`config.mk`:
```
export PLATFORM = sky130hd
export DESIGN_NAME = dcache_writeback_buffer
export DESIGN_NICKNAME = d
export VERILOG_FILES = /design/src/rtl/dcache_writeback_buffer_pkg.sv /design/src/rtl/dcache_writeback_buffer_wb_fifo.sv /design/src/rtl/dcache_writeback_buffer.sv
export SDC_FILE = /design/constraint.sdc
export NUM_CORES = 1
export LEC_CHECK = 0
export ABC_AREA = 1
export CORE_MARGIN = 1.5
export CORE_UTILIZATION = 50
export CTS_BUF_LIST = sky130_fd_sc_hd__clkbuf_16
export DETAILED_ROUTE_END_ITERATION = 10
export HOLD_SLACK_MARGIN = 0.03
export PLACE_DENSITY = 0.77
export SLEW_MARGIN = 25
export SYNTH_ARGS = -nofsm -noshare
export SYNTH_HDL_FRONTEND = slang
export SYNTH_SLANG_ARGS = --single-unit
```
`constraint.sdc`:
```
create_clock -name clk -period 16.97 [get_ports clk]
set_input_delay 1.697 -clock clk [delete_from_list [all_inputs] [get_ports clk]]
set_output_delay 1.697 -clock clk [all_outputs]
set_load 0.02 [all_outputs]
```
`src/rtl/dcache_writeback_buffer_pkg.sv`:
```
// Shared types and width helpers for the data-cache write-back buffer.
package dcache_writeback_buffer_pkg;

  typedef enum logic {
    ST_IDLE  = 1'b0,
    ST_BURST = 1'b1
  } wb_state_e;

  localparam int FIFO_DEPTH = 2;

  function automatic int calc_line_bits(input int offset_bits);
    return 8 * (1 << offset_bits);
  endfunction

  function automatic int calc_tag_bits(input int addr_width, input int offset_bits,
                                       input int index_bits);
    return addr_width - offset_bits - index_bits;
  endfunction

  function automatic int calc_beats(input int offset_bits, input int burst_width);
    return calc_line_bits(offset_bits) / burst_width;
  endfunction

  function automatic int calc_beat_w(input int beats);
    return (beats > 1) ? $clog2(beats) : 1;
  endfunction

endpackage

```
`src/rtl/dcache_writeback_buffer_wb_fifo.sv`:
```
// Two-entry FIFO of evicted lines; both entries are exposed so the fill path
// can check for a pending write-back of the line it is about to fetch.
module dcache_writeback_buffer_wb_fifo #(
  parameter int TAG_BITS   = 19,
  parameter int INDEX_BITS = 8,
  parameter int LINE_BITS  = 256,
  localparam int KEY_BITS  = TAG_BITS + INDEX_BITS
) (
  input  logic                     clk,
  input  logic                     rst,
  input  logic                     push,
  input  logic                     pop,
  input  logic [TAG_BITS-1:0]      push_tag,
  input  logic [INDEX_BITS-1:0]    push_index,
  input  logic [LINE_BITS-1:0]     push_line,
  output logic [TAG_BITS-1:0]      head_tag,
  output logic [INDEX_BITS-1:0]    head_index,
  output logic [LINE_BITS-1:0]     head_line,
  output logic [1:0]               count,
  output logic [1:0]               entry_valid,
  output logic [1:0][KEY_BITS-1:0] entry_key
);

  logic [TAG_BITS-1:0]   tag_mem   [2];
  logic [INDEX_BITS-1:0] index_mem [2];
  logic [LINE_BITS-1:0]  line_mem  [2];

  logic       wr_ptr_reg;
  logic       rd_ptr_reg;
  logic [1:0] count_reg;

  always_ff @(posedge clk or negedge rst) begin
    if (!rst) begin
      wr_ptr_reg <= 1'b0;
      rd_ptr_reg <= 1'b0;
      count_reg  <= 2'd0;
    end else begin
      if (push) wr_ptr_reg <= ~wr_ptr_reg;
      if (pop)  rd_ptr_reg <= ~rd_ptr_reg;
      case ({push, pop})
        2'b10:   count_reg <= count_reg + 2'd1;
        2'b01:   count_reg <= count_reg - 2'd1;
        default: count_reg <= count_reg;
      endcase
    end
  end

  // Payload is never reset: validity is carried entirely by the pointers/count.
  always_ff @(posedge clk) begin
    if (push) begin
      tag_mem[wr_ptr_reg]   <= push_tag;
      index_mem[wr_ptr_reg] <= push_index;
      line_mem[wr_ptr_reg]  <= push_line;
    end
  end

  assign head_tag   = tag_mem[rd_ptr_reg];
  assign head_index = index_mem[rd_ptr_reg];
  assign head_line  = line_mem[rd_ptr_reg];
  assign count      = count_reg;

  generate
    for (genvar gi = 0; gi < 2; gi++) begin : g_entry
      assign entry_valid[gi] = (count_reg == 2'd2) ||
                               ((count_reg == 2'd1) && (rd_ptr_reg == 1'(gi)));
      assign entry_key[gi]   = {tag_mem[gi], index_mem[gi]};
    end
  endgenerate

endmodule

```
`src/rtl/dcache_writeback_buffer.sv`:
```
// Write-back buffer: queues dirty victim lines and streams each one to memory
// as a BEATS-long burst, while answering fill-path lookups against queued lines.
module dcache_writeback_buffer
  import dcache_writeback_buffer_pkg::*;
#(
  parameter int OFFSET_BITS = 5,
  parameter int INDEX_BITS  = 8,
  parameter int ADDR_WIDTH  = 32,
  parameter int BURST_WIDTH = 64,
  localparam int TAG_BITS   = calc_tag_bits(ADDR_WIDTH, OFFSET_BITS, INDEX_BITS),
  localparam int LINE_BITS  = calc_line_bits(OFFSET_BITS)
) (
  input  logic                   clk,
  input  logic                   rst,
  input  logic                   evict_valid,
  output logic                   evict_ready,
  input  logic [TAG_BITS-1:0]    evict_tag,
  input  logic [INDEX_BITS-1:0]  evict_index,
  input  logic [LINE_BITS-1:0]   evict_data,
  output logic [ADDR_WIDTH-1:0]  pmem_address,
  output logic [BURST_WIDTH-1:0] pmem_wdata,
  output logic                   pmem_write,
  input  logic                   pmem_resp,
  input  logic [ADDR_WIDTH-1:0]  lookup_address,
  output logic                   lookup_hit,
  output logic                   empty
);

  localparam int BEATS    = calc_beats(OFFSET_BITS, BURST_WIDTH);
  localparam int BEAT_W   = calc_beat_w(BEATS);
  localparam int KEY_BITS = TAG_BITS + INDEX_BITS;
  localparam logic [BEAT_W-1:0] BEAT_LAST = BEAT_W'(BEATS - 1);

  wb_state_e state_reg, state_next;
  logic [BEAT_W-1:0] beat_reg, beat_next;
  logic gap_reg, gap_next;

  logic                   push, pop;
  logic                   beat_ack, last_beat, entries_remain;
  logic [TAG_BITS-1:0]    head_tag;
  logic [INDEX_BITS-1:0]  head_index;
  logic [LINE_BITS-1:0]   head_line;
  logic [1:0]             fifo_count;
  logic [1:0]             entry_valid;
  logic [1:0][KEY_BITS-1:0] entry_key;
  logic [1:0]             hit_vec;
  logic [KEY_BITS-1:0]    lookup_key;
  logic [OFFSET_BITS-1:0] lookup_offset_unused;

  dcache_writeback_buffer_wb_fifo #(
    .TAG_BITS   (TAG_BITS),
    .INDEX_BITS (INDEX_BITS),
    .LINE_BITS  (LINE_BITS)
  ) wb_fifo (
    .clk         (clk),
    .rst         (rst),
    .push        (push),
    .pop         (pop),
    .push_tag    (evict_tag),
    .push_index  (evict_index),
    .push_line   (evict_data),
    .head_tag    (head_tag),
    .head_index  (head_index),
    .head_line   (head_line),
    .count       (fifo_count),
    .entry_valid (entry_valid),
    .entry_key   (entry_key)
  );

  assign evict_ready = (fifo_count < 2'd2);
  assign push        = evict_valid && evict_ready;

  assign pmem_write  = (state_reg == ST_BURST) && !gap_reg;
  assign beat_ack    = pmem_write && pmem_resp;
  assign last_beat   = beat_ack && (beat_reg == BEAT_LAST);
  assign pop         = last_beat;
  // A final-beat pop leaves work behind if the FIFO was full or refilled this cycle.
  assign entries_remain = (fifo_count == 2'd2) || push;

  always_comb begin
    state_next = state_reg;
    beat_next  = beat_reg;
    gap_next   = 1'b0;
    case (state_reg)
      ST_IDLE: begin
        if ((fifo_count != 2'd0) || push) state_next = ST_BURST;
      end
      ST_BURST: begin
        if (beat_ack) begin
          beat_next = last_beat ? '0 : beat_reg + 1'b1;
        end
        // Between consecutive lines the request is withdrawn for one cycle.
        if (last_beat) begin
          if (entries_remain) gap_next   = 1'b1;
          else                state_next = ST_IDLE;
        end
      end
      default: state_next = ST_IDLE;
    endcase
  end

  always_ff @(posedge clk or negedge rst) begin
    if (!rst) begin
      state_reg <= ST_IDLE;
      beat_reg  <= '0;
      gap_reg   <= 1'b0;
    end else begin
      state_reg <= state_next;
      beat_reg  <= beat_next;
      gap_reg   <= gap_next;
    end
  end

  assign pmem_address = {head_tag, head_index, {OFFSET_BITS{1'b0}}};
  assign pmem_wdata   = head_line[beat_reg*BURST_WIDTH +: BURST_WIDTH];

  assign lookup_key           = lookup_address[ADDR_WIDTH-1:OFFSET_BITS];
  assign lookup_offset_unused = lookup_address[OFFSET_BITS-1:0];

  generate
    for (genvar gi = 0; gi < 2; gi++) begin : g_lookup
      assign hit_vec[gi] = entry_valid[gi] && (entry_key[gi] == lookup_key);
    end
  endgenerate

  assign lookup_hit = |hit_vec;
  assign empty      = (fifo_count == 2'd0) && (state_reg == ST_IDLE);

endmodule

```
==> insert_results.sql <==
INSERT INTO impl_metrics (metric_group, metric, value, unit) VALUES
('clocking', 'post_cts_resized', '0', ''),
('clocking', 'htreeDepth', '2', ''),
('hold_path', 'min-delay-start', 'wb_fifo.count[0]', ''),
('floorplan', 'initial_utilization', '50.63', '%'),
('worst_setup_path', 'timing.critical_path.fanout_max', '78', ''),
('detailed_routing', 'via_density_per_instance', '5.433', ''),
('yosys', 'post_synth_num_cell_types', '25', ''),
('power', 'ir_worst_vdd', '0.1347', 'mV'),
('hold_path', 'hold_path_class', 'flop to flop', ''),
('cells_and_area', 'top_register', 'wb_fifo.line_mem', ''),
('yosys', 'synth-adder-area-share', '0.2729', '%'),
('floorplan', 'chipWidth', '217.1', 'um'),
('worst_setup_path', 'critPathLaunchType', 'flop', ''),
('grt', 'grt_start_max_net_pins', '183', ''),
('cells_and_area', 'postLayoutCellArea', '0.02911', 'mm^2'),
('yosys', 'syn_avg_cell_area', '12.65', 'um^2'),
('clocking', 'root_buffer', 'clkbuf_16', ''),
('job', 'cap_violations', '0', ''),
('clocking', 'post-cts-setup-buffer-count', '0', ''),
('power', 'cellPowerDensity', '174.4', 'mW/mm^2'),
('yosys', 'synth_sequential_area_ratio', '75.01', '%'),
('cells_and_area', 'area_growth_syn_to_layout', '26.96', '%'),
('yosys', 'post_synth_mux_area_share', '0', '%'),
('worst_setup_path', 'cp-end-kind', 'output port', ''),
('yosys', 'yosys-top-cells-area', 'edfxtp_1, nor2_1, o21ai_0', ''),
('timing', 'setup_viol', '0', ''),
('placement', 'globalplace.congestion', '0.8423', ''),
('cells_and_area', 'largest_reg_flops', '512', ''),
('yosys', 'synth_compound_gate_area_share', '8.895', '%'),
('worst_setup_path', 'cpLargestDelayFamily', 'buffers and inverters', ''),
('yosys', 'total_standard_cell_area_after_synthesis', '0.02293', 'mm^2'),
('detailed_routing', 'drt_iter0_drc', '1363', ''),
('timing', 'worst-slew-pin-transition', '1.074', 'ns'),
('floorplan', 'placeableCoreArea', '0.04528', 'mm^2'),
('timing', 'post-route-period-util', '36.66', '%'),
('timing', 'max_freq', '160.7', 'MHz'),
('detailed_routing', 'dr_total_vias', '15450', ''),
('power', 'total_leakage_power', '10.11', 'nW'),
('detailed_routing', 'postRouteAntennaNets', '0', ''),
('worst_setup_path', 'r2r_slack', '13.79', 'ns'),
('grt', 'grt_remaining_overflow', '0', ''),
('timing', 'number_of_hold_violations_in_the_final_report', '0', ''),
('detailed_routing', 'drt_wl_total', '58.19', 'mm'),
('grt', 'grt_first_pass_wirelength', '87.52', 'mm'),
('yosys', 'synth_top_family_by_area', 'simple AND/OR/NAND/NOR gates', ''),
('clocking', 'clkSlewWorstSetupHoldPaths', '0.06', 'ns'),
('placement', 'io_buffers', '408', ''),
('yosys', 'synth-warning-count', '0', ''),
('grt', 'grt_total_usage', '24.33', '%'),
('run_status', 'run_status', 'finished, final reports clean', ''),
('hold_path', 'holdPathStages', '1', ''),
('yosys', 'synthesis.instances', '1813', ''),
('worst_setup_path', 'critical_path.max_stage_delay', '0.89', 'ns'),
('timing', 'worst_rel_slew_slack', '28.43', '%'),
('yosys', 'yosys.area_share.xor_xnor', '2.139', '%'),
('hold_path', 'min_to', 'wb_fifo.count[0]', ''),
('grt', 'antenna_found_initial', '18', ''),
('floorplan', 'design.die.area', '0.04715', 'mm^2'),
('worst_setup_path', 'critical_path.reg2reg.endpoint', 'wb_fifo.line_mem[0][139]', ''),
('clocking', 'tritoncts', 'built', ''),
('yosys', 'synth-seq-cells', '574', ''),
('floorplan', 'boundaryPins', '419', ''),
('worst_setup_path', 'cp.buffers_inverters', '3', ''),
('cells_and_area', 'fin_util', '64.28', '%'),
('yosys', 'yosys.area.top_type', 'edfxtp_1', ''),
('placement', 'dpl.hpwl', '35.10', 'mm'),
('clocking', 'cts_hold_repair.buffers', '0', ''),
('floorplan', 'die_h', '217.1', 'um'),
('yosys', 'synth_top_area_share', '74.13', '%'),
('detailed_routing', 'drc', '0', ''),
('worst_setup_path', 'cp_data_required_time', '15.27', 'ns');
==> placed cells by master (no fill, tap or decap), types with 13 or more instances in the layout <==
master / n
nor2_1: 340
clkbuf_16: 58
o21ai_1: 15
a21oi_1: 65
diode_2: 13
clkdlybuf4s50_1: 408
inv_1: 26
nand2_1: 315
edfxtp_1: 566
xnor2_1: 53
o21ai_0: 246
a31oi_1: 64
buf_4: 13
==> per-stage QoR <==
step | hold WS, ns | total power, mW | setup slack [ns] | cells
2_1_floorplan | 0.4733 | 3.302 | 2.462 | 1817
5_1_grt | 0.5435 | 5.342 | 10.46 | 2840
3_3_place_gp | 0.4879 | 3.905 | 11.28 | 2730
4_1_cts | 0.5192 | 5.103 | 10.61 | 2829
3_5_place_dp | 0.5112 | 3.955 | 11.31 | 2730
6_report | 0.5150 | 5.076 | 10.75 | 2844
==> final cells by class <==
type | instances | area, um^2
inverters | 15 | 66.31
diodes | 13 | 32.53
well taps | 600 | 750.7
repair buffers | 425 | 4268
flip-flops and latches | 574 | 17210
multi-input cells | 1118 | 5116
fillers | 3350 | 16170
clock inverters | 41 | 219.0
clock buffers | 58 | 1451
==> power by group <==
group	switching (mW)	leakage (nW)	internal, mW
logic	1.24	3.92	0.683
clock network	0.508	0.875	0.629
registers	0.124	5.32	1.90
==> worst reg2reg max path: stages, from the launching register on <==
cell     delay, ns
dfrtp_1       0.40
inv_1         0.13
nand2_1       0.23
nor2_4        0.45
buf_4         0.80
buf_4         0.78
==> Yosys cell counts <==
cell	instances
a21oi_1	65
a22oi_1	1
a31oi_1	64
buf_1	4
buf_12	1
buf_2	26
buf_4	14
buf_6	5
buf_8	3
clkbuf_1	57
conb_1	1
dfrtp_1	8
edfxtp_1	566
ha_1	5
inv_1	14
inv_4	1
nand2_1	315
nand3_1	2
nand4_1	1
nor2_1	342
nor3b_1	1
o21ai_0	246
o21ai_1	15
xnor2_1	53
xor2_1	3
==> worst max path at each step <==
stage	start	endpoint	slack [ns]	depth (start not counted)
3_5_place_dp	wb_fifo.rd_ptr_reg	pmem_wdata[40]	11.31	7
6_report	wb_fifo.rd_ptr_reg	pmem_wdata[45]	10.75	7
3_3_place_gp	wb_fifo.rd_ptr_reg	pmem_wdata[5]	11.28	7
2_1_floorplan	evict_valid	wb_fifo.index_mem[0][0]	2.46	2
4_1_cts	wb_fifo.rd_ptr_reg	pmem_wdata[57]	10.61	7
5_1_grt	wb_fifo.rd_ptr_reg	pmem_wdata[10]	10.46	7
==> cells by family after synthesis <==
group                      after synthesis
AOI/OAI and AO/OA                      391
xor gates and xnor gates                56
other                                    1
adders and majority gates                5
buffers and inverters                  125
DFF                                    574
and+or+nand+nor                        661
==> metal layers <==
layer  part of all wire [%]  up-vias  track usage [%]  wire length, um
met4                    3.6       12            10.90             2117
met3                    9.0      139            6.667             5239
met2                     48      681            38.97            28160
met5                   0.14        -                0               81
li1                       -     7204                -                -
met1                     39     7415            31.14            22590
No activity file was read; power rests on OpenSTA's default activity.
